**src/rtl/gated_reg_arbiter.sv**
```systemverilog
// Round-robin arbiter driving a shared enable-gated output register.
// Optional hold timeout: define GATED_REG_ARB_TIMEOUT_EN to force release after MAX_HOLD captures.
module gated_reg_arbiter #(
   parameter int N_REQ    = 4,
   parameter int DW       = 8,
   parameter int MAX_HOLD = 8
) (
   input  logic                      clk,
   input  logic                      rst,
   input  logic [N_REQ-1:0]          req_i,
   input  logic [N_REQ*DW-1:0]       data_i,
   output logic [N_REQ-1:0]          gnt_o,
   output logic [DW-1:0]             out_o,
   output logic                      out_valid_o,
   output logic [$clog2(N_REQ)-1:0]  owner_o
);
   localparam int IW = $clog2(N_REQ);

   typedef enum logic {IDLE, BUSY} state_t;

   state_t           state_q, state_d;
   logic [IW-1:0]    ptr_q, ptr_d;
   logic [IW-1:0]    owner_q, owner_d;
   logic [N_REQ-1:0] gnt_q, gnt_d;
   logic [DW-1:0]    out_q, out_d;
   logic             vld_q, vld_d;
   logic [IW-1:0]    nxt;
   logic [IW-1:0]    win;
   logic             release_now;
`ifdef GATED_REG_ARB_TIMEOUT_EN
   localparam int HW = $clog2(MAX_HOLD + 1);
   logic [HW-1:0]    hold_q, hold_d;
`endif

   // First set bit at or above start, wrapping at N_REQ (not at 2**IW).
   function automatic logic [IW-1:0] rr_pick(input logic [N_REQ-1:0] r,
                                             input logic [IW-1:0]    start);
      logic [IW-1:0] pick;
      logic          found;
      int            idx;
      pick  = start;
      found = 1'b0;
      for (int k = 0; k < N_REQ; k++) begin
         idx = (int'(start) + k) % N_REQ;
         if (!found && r[idx]) begin
            pick  = IW'(idx);
            found = 1'b1;
         end
      end
      return pick;
   endfunction

   assign nxt = (int'(owner_q) == N_REQ - 1) ? '0 : owner_q + 1'b1;

   always_comb begin
      state_d     = state_q;
      ptr_d       = ptr_q;
      owner_d     = owner_q;
      gnt_d       = gnt_q;
      out_d       = out_q;
      vld_d       = 1'b0;
      win         = '0;
      release_now = 1'b0;
`ifdef GATED_REG_ARB_TIMEOUT_EN
      hold_d      = hold_q;
`endif
      case (state_q)
         IDLE: begin
            if (|req_i) begin
               win          = rr_pick(req_i, ptr_q);
               gnt_d        = '0;
               gnt_d[win]   = 1'b1;
               owner_d      = win;
               state_d      = BUSY;
`ifdef GATED_REG_ARB_TIMEOUT_EN
               hold_d       = '0;
`endif
            end
         end
         BUSY: begin
            if (req_i[owner_q]) begin
               out_d = data_i[int'(owner_q)*DW +: DW];
               vld_d = 1'b1;
`ifdef GATED_REG_ARB_TIMEOUT_EN
               hold_d = hold_q + 1'b1;
               if (hold_q + 1'b1 == HW'(MAX_HOLD)) release_now = 1'b1;
`endif
            end else begin
               release_now = 1'b1;
            end
            // Scanning from owner+1 makes the old owner the last candidate.
            if (release_now) begin
               ptr_d = nxt;
               if (|req_i) begin
                  win        = rr_pick(req_i, nxt);
                  gnt_d      = '0;
                  gnt_d[win] = 1'b1;
                  owner_d    = win;
`ifdef GATED_REG_ARB_TIMEOUT_EN
                  hold_d     = '0;
`endif
               end else begin
                  gnt_d   = '0;
                  state_d = IDLE;
               end
            end
         end
         default: state_d = IDLE;
      endcase
   end

   always_ff @(posedge clk or posedge rst) begin
      if (rst) begin
         state_q <= IDLE;
         ptr_q   <= '0;
         owner_q <= '0;
         gnt_q   <= '0;
         out_q   <= '0;
         vld_q   <= 1'b0;
`ifdef GATED_REG_ARB_TIMEOUT_EN
         hold_q  <= '0;
`endif
      end else begin
         state_q <= state_d;
         ptr_q   <= ptr_d;
         owner_q <= owner_d;
         gnt_q   <= gnt_d;
         out_q   <= out_d;
         vld_q   <= vld_d;
`ifdef GATED_REG_ARB_TIMEOUT_EN
         hold_q  <= hold_d;
`endif
      end
   end

   assign gnt_o       = gnt_q;
   assign out_o       = out_q;
   assign out_valid_o = vld_q;
   assign owner_o     = owner_q;

endmodule

```
**config.mk**
```make
export PLATFORM = sky130hd
export DESIGN_NAME = gated_reg_arbiter
export DESIGN_NICKNAME = d
export VERILOG_FILES = /design/src/rtl/gated_reg_arbiter.sv
export SDC_FILE = /design/constraint.sdc
export NUM_CORES = 1
export LEC_CHECK = 0
export BUFFER_PORTS_ARGS = -buffer_cell sky130_fd_sc_hd__buf_2
export CELL_PAD_IN_SITES_DETAIL_PLACEMENT = 1
export CELL_PAD_IN_SITES_GLOBAL_PLACEMENT = 1
export CORE_MARGIN = 2
export CORE_UTILIZATION = 36
export DETAILED_ROUTE_END_ITERATION = 8
export PLACE_DENSITY = 0.88
export SLEW_MARGIN = 20
export SYNTH_ARGS = -nofsm -noshare
export SYNTH_HDL_FRONTEND = slang
export SYNTH_SLANG_ARGS = --single-unit
```
**constraint.sdc**
```tcl
create_clock -name clk -period 2.15 [get_ports clk]
set_input_delay 0.215 -clock clk [delete_from_list [all_inputs] [get_ports clk]]
set_output_delay 0.215 -clock clk [all_outputs]
set_load 0.05 [all_outputs]
```
; ---- Yosys cells after proc, flatten, opt, wreduce, memory -nomap -nowiden
; Index checks and enable logic that the tools add are counted.
[op_classes]
n_addsub = 7
magnitude_cmp = 13
eq_ne = 4
shift = 1
n_mux = 76
n_bitwise = 7
reduce_logical = 25
[op_table]
columns = op, count
row1 = $mux 1, 44
row2 = $shiftx 32x6->8, 1
row3 = $mux 2, 15
row4 = $lt 3x4->1 const B, 6
row5 = $bmux 1 s2, 9
row6 = $lt 2x3->1 const B, 5
row7 = $mux 4, 3
row8 = $reduce_or 2->1, 6
row9 = $add 2x2->2 const B, 4
row10 = $logic_and 1x1->1, 8
row11 = $pmux 4 s2, 1
row12 = $add 2x1->2 const B, 3
row13 = $and 1x1->1 const A, 6
row14 = $logic_not 1->1, 6
row15 = $reduce_and 2->1, 3
row16 = $demux 1 s2, 2
row17 = $ge 2x1->1 const B, 2
row18 = $ne 2x1->1 const B, 2
row19 = $pmux 2 s2, 1
row20 = $reduce_or 4->1, 1
row21 = $reduce_and 3->1, 1
row22 = $eq 2x1->1 const B, 1
row23 = $ne 2x2->1 const B, 1
row24 = $pmux 1 s2, 1
row25 = $not 1->1, 1
[totals]
reg_bits = 18
inputBits = 38
out_inout_bits = 15
word_cells = 139

; ---- Depth between registers and ports, before layout
[depth]
word_depth = 33
depth_mapped = 7

; ---- Least setup slack after synthesis
; OpenSTA, ideal clock, no wires.
[synth_path]
kind = register to register
startpoint = register owner_q[0] (netlist: owner_o[0])
endpoint = register owner_q[0] (netlist: owner_o[0])
t_arrival_ps = 1971
required_time_ps = 2023
setup_slack_ps = 51
path_stages_with_launch = 7
cell_sequence = dfrtp_1 -> buf_6 -> mux4_2 -> nand2_4 -> inv_2 -> nor2_4 -> mux2_1
[synth_via]
elab_chain_cells = 29
word_cells_on_any_way = 50
[synth_lines]
columns = element, line
row1 = "start, declared", 23  ; logic [IW-1:0] owner_q, owner_d;
row2 = "start signal, assigned", 126  ; owner_q <= owner_d;
row3 = $add 2x1->2 / $eq 2x1->1 (equally long branches), 53  ; assign nxt = (int'(owner_q) == N_REQ - 1) ? '0 : owner_q + 1'b1;
row4 = $mux 2, 53
row5 = $bmux 1 s2, 45  ; if (!found && r[idx]) begin
row6 = $mux 1 (not written as such), 45
row7 = $mux 1, 45
row8 = $mux 1, 94  ; if (|req_i) begin
row9 = $mux 1, 92  ; if (release_now) begin
row10 = $mux 1, 67  ; case (state_q)
row11 = [13 not listed], n/a
row12 = $logic_and 1x1->1, 45
row13 = $mux 2, 45
row14 = $mux 2, 94
row15 = $mux 2, 92
row16 = $mux 2, 67
row17 = $mux 2, 94
row18 = $mux 2, 92
row19 = $pmux 2 s2, 67
; Several ways; a longest one is shown, not always the timed one. The select of a mux whose other input is x is not followed.
; A chain may end at the register's enable or synchronous reset.

; ---- Worst setup path after layout
[layout_path]
startpoint = register owner_q[0] (netlist: owner_o[0])
endpoint = register gnt_q[3] (netlist: gnt_o[3])
[layout_via]
elab_chain_cells = 33
word_cells_on_any_way = 55
[layout_lines]
columns = element, line
row1 = $add 2x1->2 / $eq 2x1->1 (equally long branches), 53
row2 = $mux 2, 53
row3 = $bmux 1 s2, 45
row4 = $mux 1 (not written as such), 45
row5 = $mux 1, 45
row6 = $mux 1, 94
row7 = $mux 1, 92
row8 = $mux 1, 67
row9 = [17 not listed], n/a
row10 = $mux 2, 67
row11 = $lt 2x3->1 (not written as such) / $ge 2x1->1 (equally long branches), 97  ; gnt_d[win] = 1'b1;
row12 = $logic_and 1x1->1 (not written as such), 97
row13 = $mux 1 (not written as such), 97
row14 = $demux 1 s2, 97
row15 = $mux 4, 94
row16 = $mux 4, 92
row17 = $pmux 4 s2, 67
row18 = "end signal, assigned", 127  ; gnt_q <= gnt_d;
row19 = "end, declared", 24  ; logic [N_REQ-1:0] gnt_q, gnt_d;
; Several ways; a longest one is shown, not always the timed one. The select of a mux whose other input is x is not followed.

==> results_dict.tcl <==
set metrics [dict create \
    status "finished, violations left" \
    violations "negative hold slack" \
    netlist_area_mm2 0.00125 \
    synth_area_leaders "dfrtp_1 36%, mux4_2 16%, mux2_2 8.1%" \
    area_delta_synth_final_pct 27.0 \
    grt_pass1_wl_mm 5.89 \
    final_area_mm2 0.00159 \
    final_hold_viol_count 10 \
    dp.cells 203 \
    r2r_start "owner_o[0]$_DFFE_PP0P_" \
    rows 21 \
    worst_path_largest_cell_delay_ns 0.43 \
    yosys.area.top_type "dfrtp_1" \
    final_cells 207 \
    crit_chain "ha_1 -> o21a_1 -> a2111oi_2 -> nor2_1 -> nor3b_1 -> o22a_1" \
    cap_violations 0 \
    cp_max_fo 6 \
    clockBufferDepth 2 \
    cts_sinks 18 \
    power.internal_mw 1.32 \
    period_share 0.908 \
    pwr-share-seq 0.231 \
    cts-buffers-inserted 3 \
    layout_common_cells "52 x buf_2, 18 x dfrtp_1, 9 x mux4_2, 9 x mux2_2" \
    start_kind "register" \
    place.gp.congestion 0.882 \
    diodes 0 \
    layout_setup_ws_ns 0.199 \
    grt_max_degree 19 \
    tritoncts "yes" \
    critPathCaptureType "register" \
    switchingPower_mw 1.34 \
    fmax_mhz 512 \
    synthCells 108 \
    crit_arrival_ns 2.20 \
    leakage_nw 0.718 \
    drcViolationCount 0 \
    ios 53 \
    seq_area_frac_synth 0.360 \
    fin_hold_ws_ns -0.00499 \
    hpwl_mm 2.70 \
    grt_antenna_before_repair 0 \
    dr.pass1.iters 4 \
    die_area_mm2 0.00396 \
    clock_latency_ns 0.30 \
    place_ws_ns 0.240 \
    ys_warn_count 0 \
    placed_cell_area_mm2 0.00155 \
    layout_commonest_cell "buf_2" \
    viasPerCell 5.43 \
    wl_mm 3.39 \
    power_frac_comb 0.690 \
    fin_worst_skew_ns 0.00419 \
    clkTransAtPathRegs_ns 0.10 \
    reg2reg_depth 6 \
    cpMaxStageDelayCell "a2111oi_2" \
    final-setup-viol-count 0 \
    post_cts_buffers 0 \
    nets 201 \
    ctsResizeCount 0 \
    swShare 0.504 \
    vdd_ir_drop_max_v 0.000368 \
    max-slew-margin-rel 0.545 \
    drt_iter0_drc 45 \
    layout_min_cycle_time_ns 1.95 \
    ys_types 45 \
    synthArstFlopShare 1.00 \
    core-area_mm2 0.00334 \
    vias 1124 \
    cp.required_ns 2.40 \
    grt_pass1_vias 1173 \
    avgSynthCellArea_um2 11.6 \
    tns_ns 0 \
    drive_gt1_frac 0.553 \
    grt_usage 0.191 \
    worst_slew_pin_slew_ns 0.681 \
    clkPwrFrac 0.080 \
    start_util 0.375 \
    critPathKind "register to register" \
    rr_endpoint "gnt_o[3]$_DFFE_PP0P_" \
    htreeDepth 1 \
    synth-edff-count 0 \
    wl_per_cell_um 16.4 \
    io_buffers 52 \
    yosysTopAreaCellShare 0.360 \
    cellPowerDensity_mw_per_mm2 1680 \
    antenna_left 0 \
    critical_path.startpoint "owner_o[0]$_DFFE_PP0P_" \
    die_h_um 62.9 \
    cts_root_buf "clkbuf_4" \
    rsz0062_at_grt "false" \
    die_x_um 62.9 \
    final_max_slew_viol_count 0 \
    postSynthRegisterBits 18 \
    syn_nets 147 \
    synth-main-ff-cell "dfrtp_1" \
    postCtsHoldBufs 0 \
    grt_overflow 0 \
    hold_path_class "input port to asynchronous set/reset pin" \
    ff2ff_setup_slack_ns 0.20 \
]
synthesized netlist by cell type, types with 2 or more instances:
cell type / number
dfrtp_1: 18
mux2_2: 9
mux4_2: 9
nor2_1: 7
o21ai_0: 7
nand2_1: 4
buf_2: 3
inv_1: 3
nand3_1: 3
nor2b_1: 3
a21oi_1: 2
a31oi_1: 2
mux2_1: 2
nor2b_2: 2
nor3_1: 2
o21a_1: 2
or3_1: 2
registers in the layout, indices dropped and copies added (netlist names):
name	count
gnt_o	4
out_o	8
out_valid_o	1
owner_o	2
ptr_q	2
state_q	1
logic make-up (layout without fill, tap and decap cells):
family / count (synthesis) / after routing / share of synthesized area
buf+inv: 10 / 63 / 0.0430
flops: 18 / 18 / 0.360
fa+ha+maj: 1 / 1 / 0.0100
simple gates: 31 / 31 / 0.160
compound gates: 27 / 27 / 0.157
mux: 21 / 21 / 0.269
worst max-delay path: cells and delay by family, from the launching register on:
kind                       cells  cell delay (ns)
adders and majority gates      1             0.30
DFF                            1             0.41
and+or+nand+nor                2             0.36
AOI/OAI and AO/OA              3             0.82
power by group through the flow:
| stage | clock [mW] | sequential, mW | combinational [mW] |
|---|---|---|---|
| after global placement | 0 | 0.606 | 1.79 |
| after detailed placement | 0 | 0.620 | 1.85 |
| after floorplan | 0 | 1.12 | 0.947 |
| after global routing | 0.231 | 0.636 | 1.98 |
| final | 0.212 | 0.614 | 1.84 |
| after CTS | 0.218 | 0.612 | 1.85 |
stage by stage:
step | utilization | power [mW]
after detailed placement | 0.465 | 2.47
after floorplan | - | 2.06
after global placement | 0.465 | 2.39
after CTS | 0.476 | 2.68
final | 0.476 | 2.66
after global routing | 0.476 | 2.85
worst max-delay path by stage:
| stage | to | slack (ns) | depth (start not counted) |
|---|---|---|---|
| finish | gnt_o[3]$_DFFE_PP0P_ | 0.20 | 6 |
| global route | gnt_o[3]$_DFFE_PP0P_ | 0.04 | 6 |
| CTS | gnt_o[3]$_DFFE_PP0P_ | 0.19 | 6 |
| detailed placement | gnt_o[3]$_DFFE_PP0P_ | 0.24 | 6 |
| global placement | owner_o[0]$_DFFE_PP0P_ | 0.33 | 6 |
| floorplan | owner_o[0]$_DFFE_PP0P_ | 0.05 | 6 |
final cells by class:
| cell class | instances | area [µm²] |
|---|---|---|
| well taps | 46 | 57.6 |
| fillers | 390 | 1750 |
| flip-flops and latches | 18 | 450 |
| multi-input cells | 80 | 746 |
| clock buffers | 4 | 36.3 |
| repair buffers | 55 | 283 |
| inverters | 4 | 15.0 |
routing by layer:
metal,track usage,part of all wire,up-vias
met1,0.238,0.40,544
met5,0,0,-
met2,0.320,0.50,53
met3,0.0360,0.070,10
li1,-,-,517
met4,0.0833,0.024,0
(Power assumes the default switching activity.)
